$ cat src/rtl/fxp8s_out_collector_if.sv
// Stream bundle between the PE array, the output collector and the writeback
// loader. The master side is the collector itself; the slave side is the
// surrounding environment (PE array upstream, writeback downstream).
interface fxp8s_out_collector_if #(
    parameter int COLS  = 3,
    parameter int WIDTH = 8
);
    logic                    relu_en;
    logic                    en_in_data;
    logic                    rdy_in_data;
    logic [WIDTH-1:0]        in_data;
    logic                    en_out_row;
    logic                    rdy_out_row;
    logic [COLS*WIDTH-1:0]   out_row_data;
    logic [1:0]              out_row_idx;
    logic                    out_mat_done;
    logic [WIDTH-2:0]        out_max_mag;
    logic [7:0]              mat_cnt;

    modport master (
        input  relu_en, en_in_data, in_data, rdy_out_row,
        output rdy_in_data, en_out_row, out_row_data, out_row_idx,
               out_mat_done, out_max_mag, mat_cnt
    );

    modport slave (
        output relu_en, en_in_data, in_data, rdy_out_row,
        input  rdy_in_data, en_out_row, out_row_data, out_row_idx,
               out_mat_done, out_max_mag, mat_cnt
    );
endinterface

$ cat src/rtl/fxp8s_out_collector.sv
// Output collector for the 3x3 fxp8s PE array: gathers one row-major result
// matrix (optionally ReLU'd in sign-magnitude), tracks its peak magnitude and
// replays it as packed row words on a second en/rdy stream.
module fxp8s_out_collector #(
    parameter int ROWS  = 3,
    parameter int COLS  = 3,
    parameter int WIDTH = 8
) (
    input  logic                  clk,
    input  logic                  rstn,
    fxp8s_out_collector_if.master bus
);
    localparam int CW = (COLS > 1) ? $clog2(COLS) : 1;

    typedef enum logic {
        FILL  = 1'b0,
        DRAIN = 1'b1
    } state_t;

    state_t                  state_q, state_d;
    logic                    rdy_q, rdy_d;
    logic [1:0]              in_row_q, in_row_d;
    logic [CW-1:0]           in_col_q, in_col_d;
    logic [1:0]              out_idx_q, out_idx_d;
    logic                    relu_q, relu_d;
    logic [WIDTH-2:0]        max_q, max_d;
    logic [7:0]              mat_cnt_q, mat_cnt_d;
    logic [COLS*WIDTH-1:0]   mat_q [ROWS];
    logic [COLS*WIDTH-1:0]   mat_d [ROWS];

    logic                    in_xfer;
    logic                    out_xfer;
    logic                    first_elem;
    logic                    relu_eff;
    logic [WIDTH-1:0]        proc;

    // Element conditioning: the ReLU setting for element (0,0) comes straight
    // from the pin because the latch only captures it on that same transfer.
    always_comb begin
        in_xfer    = bus.en_in_data & rdy_q;
        out_xfer   = (state_q == DRAIN) & bus.rdy_out_row;
        first_elem = (in_row_q == 2'd0) && (in_col_q == '0);
        relu_eff   = first_elem ? bus.relu_en : relu_q;
        proc       = (relu_eff && bus.in_data[WIDTH-1]) ? '0 : bus.in_data;
    end

    // Next-state logic for the fill/drain sequencer and all its counters.
    always_comb begin
        state_d   = state_q;
        rdy_d     = rdy_q;
        in_row_d  = in_row_q;
        in_col_d  = in_col_q;
        out_idx_d = out_idx_q;
        relu_d    = relu_q;
        max_d     = max_q;
        mat_cnt_d = mat_cnt_q;
        mat_d     = mat_q;

        case (state_q)
            FILL: begin
                rdy_d = 1'b1;
                if (in_xfer) begin
                    mat_d[in_row_q][in_col_q*WIDTH +: WIDTH] = proc;
                    if (first_elem) relu_d = bus.relu_en;
                    if (proc[WIDTH-2:0] > max_q) max_d = proc[WIDTH-2:0];
                    if (in_col_q == CW'(COLS-1)) begin
                        in_col_d = '0;
                        if (in_row_q == 2'(ROWS-1)) begin
                            in_row_d = 2'd0;
                            state_d  = DRAIN;
                            rdy_d    = 1'b0;
                        end else begin
                            in_row_d = in_row_q + 2'd1;
                        end
                    end else begin
                        in_col_d = in_col_q + 1'b1;
                    end
                end
            end
            DRAIN: begin
                rdy_d = 1'b0;
                if (out_xfer) begin
                    if (out_idx_q == 2'(ROWS-1)) begin
                        out_idx_d = 2'd0;
                        mat_cnt_d = mat_cnt_q + 8'd1;
                        max_d     = '0;
                        state_d   = FILL;
                        rdy_d     = 1'b1;
                    end else begin
                        out_idx_d = out_idx_q + 2'd1;
                    end
                end
            end
            default: state_d = FILL;
        endcase
    end

    // State register; reset discards any partial matrix and clears the buffer.
    always_ff @(posedge clk) begin
        if (!rstn) begin
            state_q   <= FILL;
            rdy_q     <= 1'b0;
            in_row_q  <= 2'd0;
            in_col_q  <= '0;
            out_idx_q <= 2'd0;
            relu_q    <= 1'b0;
            max_q     <= '0;
            mat_cnt_q <= 8'd0;
            for (int r = 0; r < ROWS; r++) mat_q[r] <= '0;
        end else begin
            state_q   <= state_d;
            rdy_q     <= rdy_d;
            in_row_q  <= in_row_d;
            in_col_q  <= in_col_d;
            out_idx_q <= out_idx_d;
            relu_q    <= relu_d;
            max_q     <= max_d;
            mat_cnt_q <= mat_cnt_d;
            for (int r = 0; r < ROWS; r++) mat_q[r] <= mat_d[r];
        end
    end

    // All outputs come from registers, so downstream backpressure never
    // reaches rdy_in_data and upstream valid never reaches en_out_row.
    always_comb begin
        bus.rdy_in_data  = rdy_q;
        bus.en_out_row   = (state_q == DRAIN);
        bus.out_row_data = (state_q == DRAIN) ? mat_q[out_idx_q] : '0;
        bus.out_row_idx  = out_idx_q;
        bus.out_mat_done = (state_q == DRAIN) && (out_idx_q == 2'(ROWS-1));
        bus.out_max_mag  = max_q;
        bus.mat_cnt      = mat_cnt_q;
    end
endmodule

$ cat src/flat_wrapper.sv
// flat-port wrapper written by rule: the top's interface ports become plain ports
module fxp8s_out_collector_flat 
#(
    parameter int ROWS  = 3,
    parameter int COLS  = 3,
    parameter int WIDTH = 8
)
  (clk, rstn, bus_relu_en, bus_en_in_data, bus_in_data, bus_rdy_out_row, bus_rdy_in_data, bus_en_out_row, bus_out_row_data, bus_out_row_idx, bus_out_mat_done, bus_out_max_mag, bus_mat_cnt);
  fxp8s_out_collector_if #(.COLS(COLS), .WIDTH(WIDTH)) bus_i ();
  input  logic clk;
  input  logic rstn;
  input wire logic [$bits(bus_i.relu_en)-1:0] bus_relu_en;
  input wire logic [$bits(bus_i.en_in_data)-1:0] bus_en_in_data;
  input wire logic [$bits(bus_i.in_data)-1:0] bus_in_data;
  input wire logic [$bits(bus_i.rdy_out_row)-1:0] bus_rdy_out_row;
  output wire logic [$bits(bus_i.rdy_in_data)-1:0] bus_rdy_in_data;
  output wire logic [$bits(bus_i.en_out_row)-1:0] bus_en_out_row;
  output wire logic [$bits(bus_i.out_row_data)-1:0] bus_out_row_data;
  output wire logic [$bits(bus_i.out_row_idx)-1:0] bus_out_row_idx;
  output wire logic [$bits(bus_i.out_mat_done)-1:0] bus_out_mat_done;
  output wire logic [$bits(bus_i.out_max_mag)-1:0] bus_out_max_mag;
  output wire logic [$bits(bus_i.mat_cnt)-1:0] bus_mat_cnt;
  assign bus_i.relu_en = bus_relu_en;
  assign bus_i.en_in_data = bus_en_in_data;
  assign bus_i.in_data = bus_in_data;
  assign bus_i.rdy_out_row = bus_rdy_out_row;
  assign bus_rdy_in_data = bus_i.rdy_in_data;
  assign bus_en_out_row = bus_i.en_out_row;
  assign bus_out_row_data = bus_i.out_row_data;
  assign bus_out_row_idx = bus_i.out_row_idx;
  assign bus_out_mat_done = bus_i.out_mat_done;
  assign bus_out_max_mag = bus_i.out_max_mag;
  assign bus_mat_cnt = bus_i.mat_cnt;
  fxp8s_out_collector #(.ROWS(ROWS), .COLS(COLS), .WIDTH(WIDTH)) u_core (.clk(clk), .rstn(rstn), .bus(bus_i));
endmodule
$ cat config.mk
export PLATFORM = sky130hd
export DESIGN_NAME = fxp8s_out_collector_flat
export DESIGN_NICKNAME = d
export VERILOG_FILES = /design/src/rtl/fxp8s_out_collector_if.sv /design/src/rtl/fxp8s_out_collector.sv /design/src/flat_wrapper.sv
export SDC_FILE = /design/constraint.sdc
export NUM_CORES = 1
export LEC_CHECK = 0
export BUFFER_PORTS_ARGS = -buffer_cell sky130_fd_sc_hd__buf_2
export CAP_MARGIN = 30
export CELL_PAD_IN_SITES_DETAIL_PLACEMENT = 0
export CELL_PAD_IN_SITES_GLOBAL_PLACEMENT = 1
export CORE_MARGIN = 5
export CORE_UTILIZATION = 44
export CTS_CLUSTER_DIAMETER = 40
export DETAILED_ROUTE_END_ITERATION = 8
export PLACE_DENSITY = 0.81
export SYNTH_ARGS = -nofsm -noshare
export SYNTH_HDL_FRONTEND = slang
export SYNTH_SLANG_ARGS = --single-unit
export TNS_END_PERCENT = 100
$ cat constraint.sdc
create_clock -name clk -period 3.34 [get_ports clk]
set_input_delay 0.167 -clock clk [delete_from_list [all_inputs] [get_ports clk]]
set_output_delay 0.167 -clock clk [all_outputs]
set_load 0.02 [all_outputs]
==> impl_metrics.csv <==
group,metric,value,unit
status,status,"complete, no violations",
timing,fin_crit_sh,91.76,%
setup_path,endpoint_kind,"register",
grt,grt_max_degree,99,
power,total_switching_power,0.0005837,W
grt,grt_pass1_vias,4285,
logic_synthesis,yosysUniqueCellTypes,41,
clock_tree,htreeDepth,3,
setup_path,crit_type,"reg2reg",
logic_synthesis,ys_seq_elements,96,
timing,fmax,326.3,MHz
die,num_rows,38,
timing,finalSetupViolations,0,
clock_tree,cts-root-buf,"clkbuf_16",
detailed_routing,wl_per_cell,17.64,um
logic_synthesis,yosysSeqAreaShare,38.68,%
finish,fillers,1055,
placed_design,placed_cells,766,
logic_synthesis,ys_dominant_reg_cell,"dfxtp_1",
detailed_routing,first_iter_violations,317,
placed_design,placed_area,0.005308,mm^2
timing,fin_skew,0.006881,ns
power,p_leak,2.076,nW
detailed_routing,viasPerCell,5.639,
logic_synthesis,synth.top_cells.by_area,"dfxtp_1 39%, a21boi_0 8.9%, nand2_1 7.7%",
logic_synthesis,syn-num-nets,634,
logic_synthesis,synth_edf_count,0,
clock_tree,cts.clk_slew.worst_paths,0.07,ns
timing,slew_headroom,42.77,%
placed_design,gp_congestion,0.8632,
power,ir_drop,0.0002403,V
logic_synthesis,yosysMostFrequentCell,"nand2_1",
die,fp.dieH,116.3,um
grt,grtUsageTotal,21.42,%
setup_path,max_stage_delay,0.40,ns
clock_tree,clock_latency,0.35,ns
logic_synthesis,netlist.area_leader.share,38.68,%
grt,antenna_found_initial,0,
clock_tree,cts_max_path_buffers,2,
hold_path,min_path_type,"in2reg",
timing,worst_pin_slew,0.8585,ns
placed_design,portBuffers,56,
grt,grt_first_pass_wirelength,22590,um
power,powerDensity,431.8,mW/mm^2
setup_path,cp_max_fo,12,
setup_path,crit_chain,"inv_1 > ha_1 > or3b_1 > mux2_2 > and2_1 > ha_1 > a21oi_1 > a21oi_1 > o32ai_4 > buf_12 > mux2i_1",
die,start_util,45.43,%
detailed_routing,ant_nets,0,
detailed_routing,vias,4415,
placed_design,place.detailed.hpwl,8558,um
timing,finalMaxSlewViolations,0,
detailed_routing,drcViolationCount,0,
setup_path,crit_slowest_cell,"or3b_1",
detailed_routing,firstDrtPassIters,4,
finish,layout.nets,664,
logic_synthesis,synthArstFlopShare,0,%
detailed_routing,wirelength,13810,um
die,io_pins,57,
setup_path,start_kind,"register",
logic_synthesis,syn_inst,608,
power,clkPwrFrac,43.5,%
die,die_x,116.3,um
power,p_seq_share,47.9,%
power,p_sw_share,24.02,%
timing,timing.setup.tns,0,ns
power,internal-power,0.001846,W
finish,post-route-cell-area,0.005628,mm^2
die,dieArea,0.01352,mm^2
finish,area_growth,13.27,%
die,core-area,0.01094,mm^2
setup_path,arrival,3.34,ns
timing,rsz0062_at_grt,"no",
logic_synthesis,syn_avg_cell_area,8.172,um^2
timing,period_needed,3.065,ns
power,combPwrFrac,8.5,%
logic_synthesis,ys.warnings.count,0,
finish,drive_gt1_share,13.37,%
logic_synthesis,synthTopCellsByCount,"102 x nand2_1, 96 x dfxtp_1, 59 x a21boi_0, 46 x nand3_1, 40 x clkbuf_1",
finish,n_antenna_cell,0,
clock_tree,cts_made_buffers,9,
logic_synthesis,syn-cell-area,0.004969,mm^2
finish,finalNonFillerCells,783,
timing,report.final.hold_viol_count,0,
clock_tree,cts_tree,"done",
setup_path,crit_required,3.62,ns
logic_synthesis,yosys.area.top_type,"dfxtp_1",
clock_tree,cts_resized,0,
grt,gr-total-overflow,0,
job,cap_violations,0,
clock_tree,cts.sinks,96,
==> per-stage QoR <==
step | util [%] | total power, W | setup WS (ns) | hold WS (ns)
floorplan | - | 0.001332 | 0.2963 | 0.3332
global placement | 48.54 | 0.001385 | 0.2954 | 0.4497
detailed placement | 48.54 | 0.001391 | 0.1486 | 0.4598
CTS | 51.28 | 0.002446 | 0.1117 | 0.1744
global route | 51.46 | 0.002516 | 0.1072 | 0.2276
finish | 51.46 | 0.002430 | 0.2751 | 0.1774
==> registers in the layout, indices dropped and copies added, names as in the netlist <==
register / cells
u_core.relu_q: 1
u_core.in_row_q: 2
u_core.in_col_q: 2
u_core.bus.en_out_row: 1
u_core.bus.rdy_in_data: 1
u_core.bus.out_max_mag: 7
u_core.mat_q: 72
u_core.bus.mat_cnt: 8
u_core.bus.out_row_idx: 2
==> path summary, 6_finish.rpt <==
path,start,to,slack [ns],cells after the start
worst min register to register,u_core.mat_q[18],u_core.mat_q[18],0.47,2
worst max-delay path,u_core.in_col_q[0],u_core.bus.out_max_mag[3],0.28,11
worst min-delay path,bus_relu_en,u_core.relu_q,0.18,3
worst max register to register,u_core.in_col_q[0],u_core.bus.out_max_mag[3],0.28,11
==> per-layer routing <==
layer	wire [um]	global-route usage [%]
met1	6549	28.98
met2	6476	34.67
met3	536	3.057
met4	249	8.121
met5	0	0
==> what timing repair did <==
item                       in CTS  in global routing
buffers inserted                0                  1
hold buffers                    0                  0
setup endpoints to repair       0                  7
==> power groups by stage <==
stage	clock (W)	combinational, W	sequential, W
6_report	0.00106	0.000207	0.00116
3_5_place_dp	0	0.000201	0.00119
5_1_grt	0.00112	0.000227	0.00116
3_3_place_gp	0	0.000196	0.00119
4_1_cts	0.00108	0.000202	0.00116
2_1_floorplan	0	0.000138	0.00119
==> cell type report <==
class / instances / area [um^2] / area share [%]
Multi-Input combinational cell: 449 / 2806 / 49.87
Tap cell: 140 / 175.2 / 3.112
Inverter: 17 / 63.81 / 1.134
Clock buffer: 13 / 260.3 / 4.624
Timing Repair Buffer: 65 / 360.3 / 6.403
Sequential cell: 96 / 1922 / 34.15
Clock inverter: 3 / 40.04 / 0.7114
==> cell families after synthesis <==
group                    share of synthesized area, %
AO/OA/AOI/OAI                                   16.14
XOR/XNOR                                       0.8813
adder cells (fa/ha/maj)                         3.274
buffers and inverters                           4.986
flip-flops                                      38.68
multiplexers                                    7.278
AND/OR/NAND/NOR                                 28.76
==> cell usage in the layout, fill, tap and decap left out, types with 2 or more instances in the layout <==
master	netlist	final
clkbuf_1	40	2
nor3_1	3	2
nand3b_1	2	2
and2_1	38	38
and3b_1	2	2
clkbuf_16	0	9
o21ai_0	34	34
a21boi_0	59	59
clkbuf_8	0	2
nor2_1	19	19
nand3_1	46	46
nand2_1	102	102
xnor2_1	4	4
and4b_1	2	2
a21oi_1	5	5
ha_1	13	13
nand2b_1	4	4
a32oi_1	7	7
mux2i_1	35	35
buf_4	0	8
nand4b_1	2	2
nor2b_1	18	17
nand4_1	38	38
clkinv_2	0	2
dfxtp_1	96	96
inv_1	17	17
buf_2	3	56
==> critical path, delay by kind of cell (launching register included) <==
family          cells  cell delay [ns]
flops               1             0.36
compound gates      3             0.56
fa+ha+maj           2             0.60
simple gates        2             0.59
mux                 2             0.56
buf+inv             2             0.32
No activity file was read; power rests on OpenSTA's default activity.
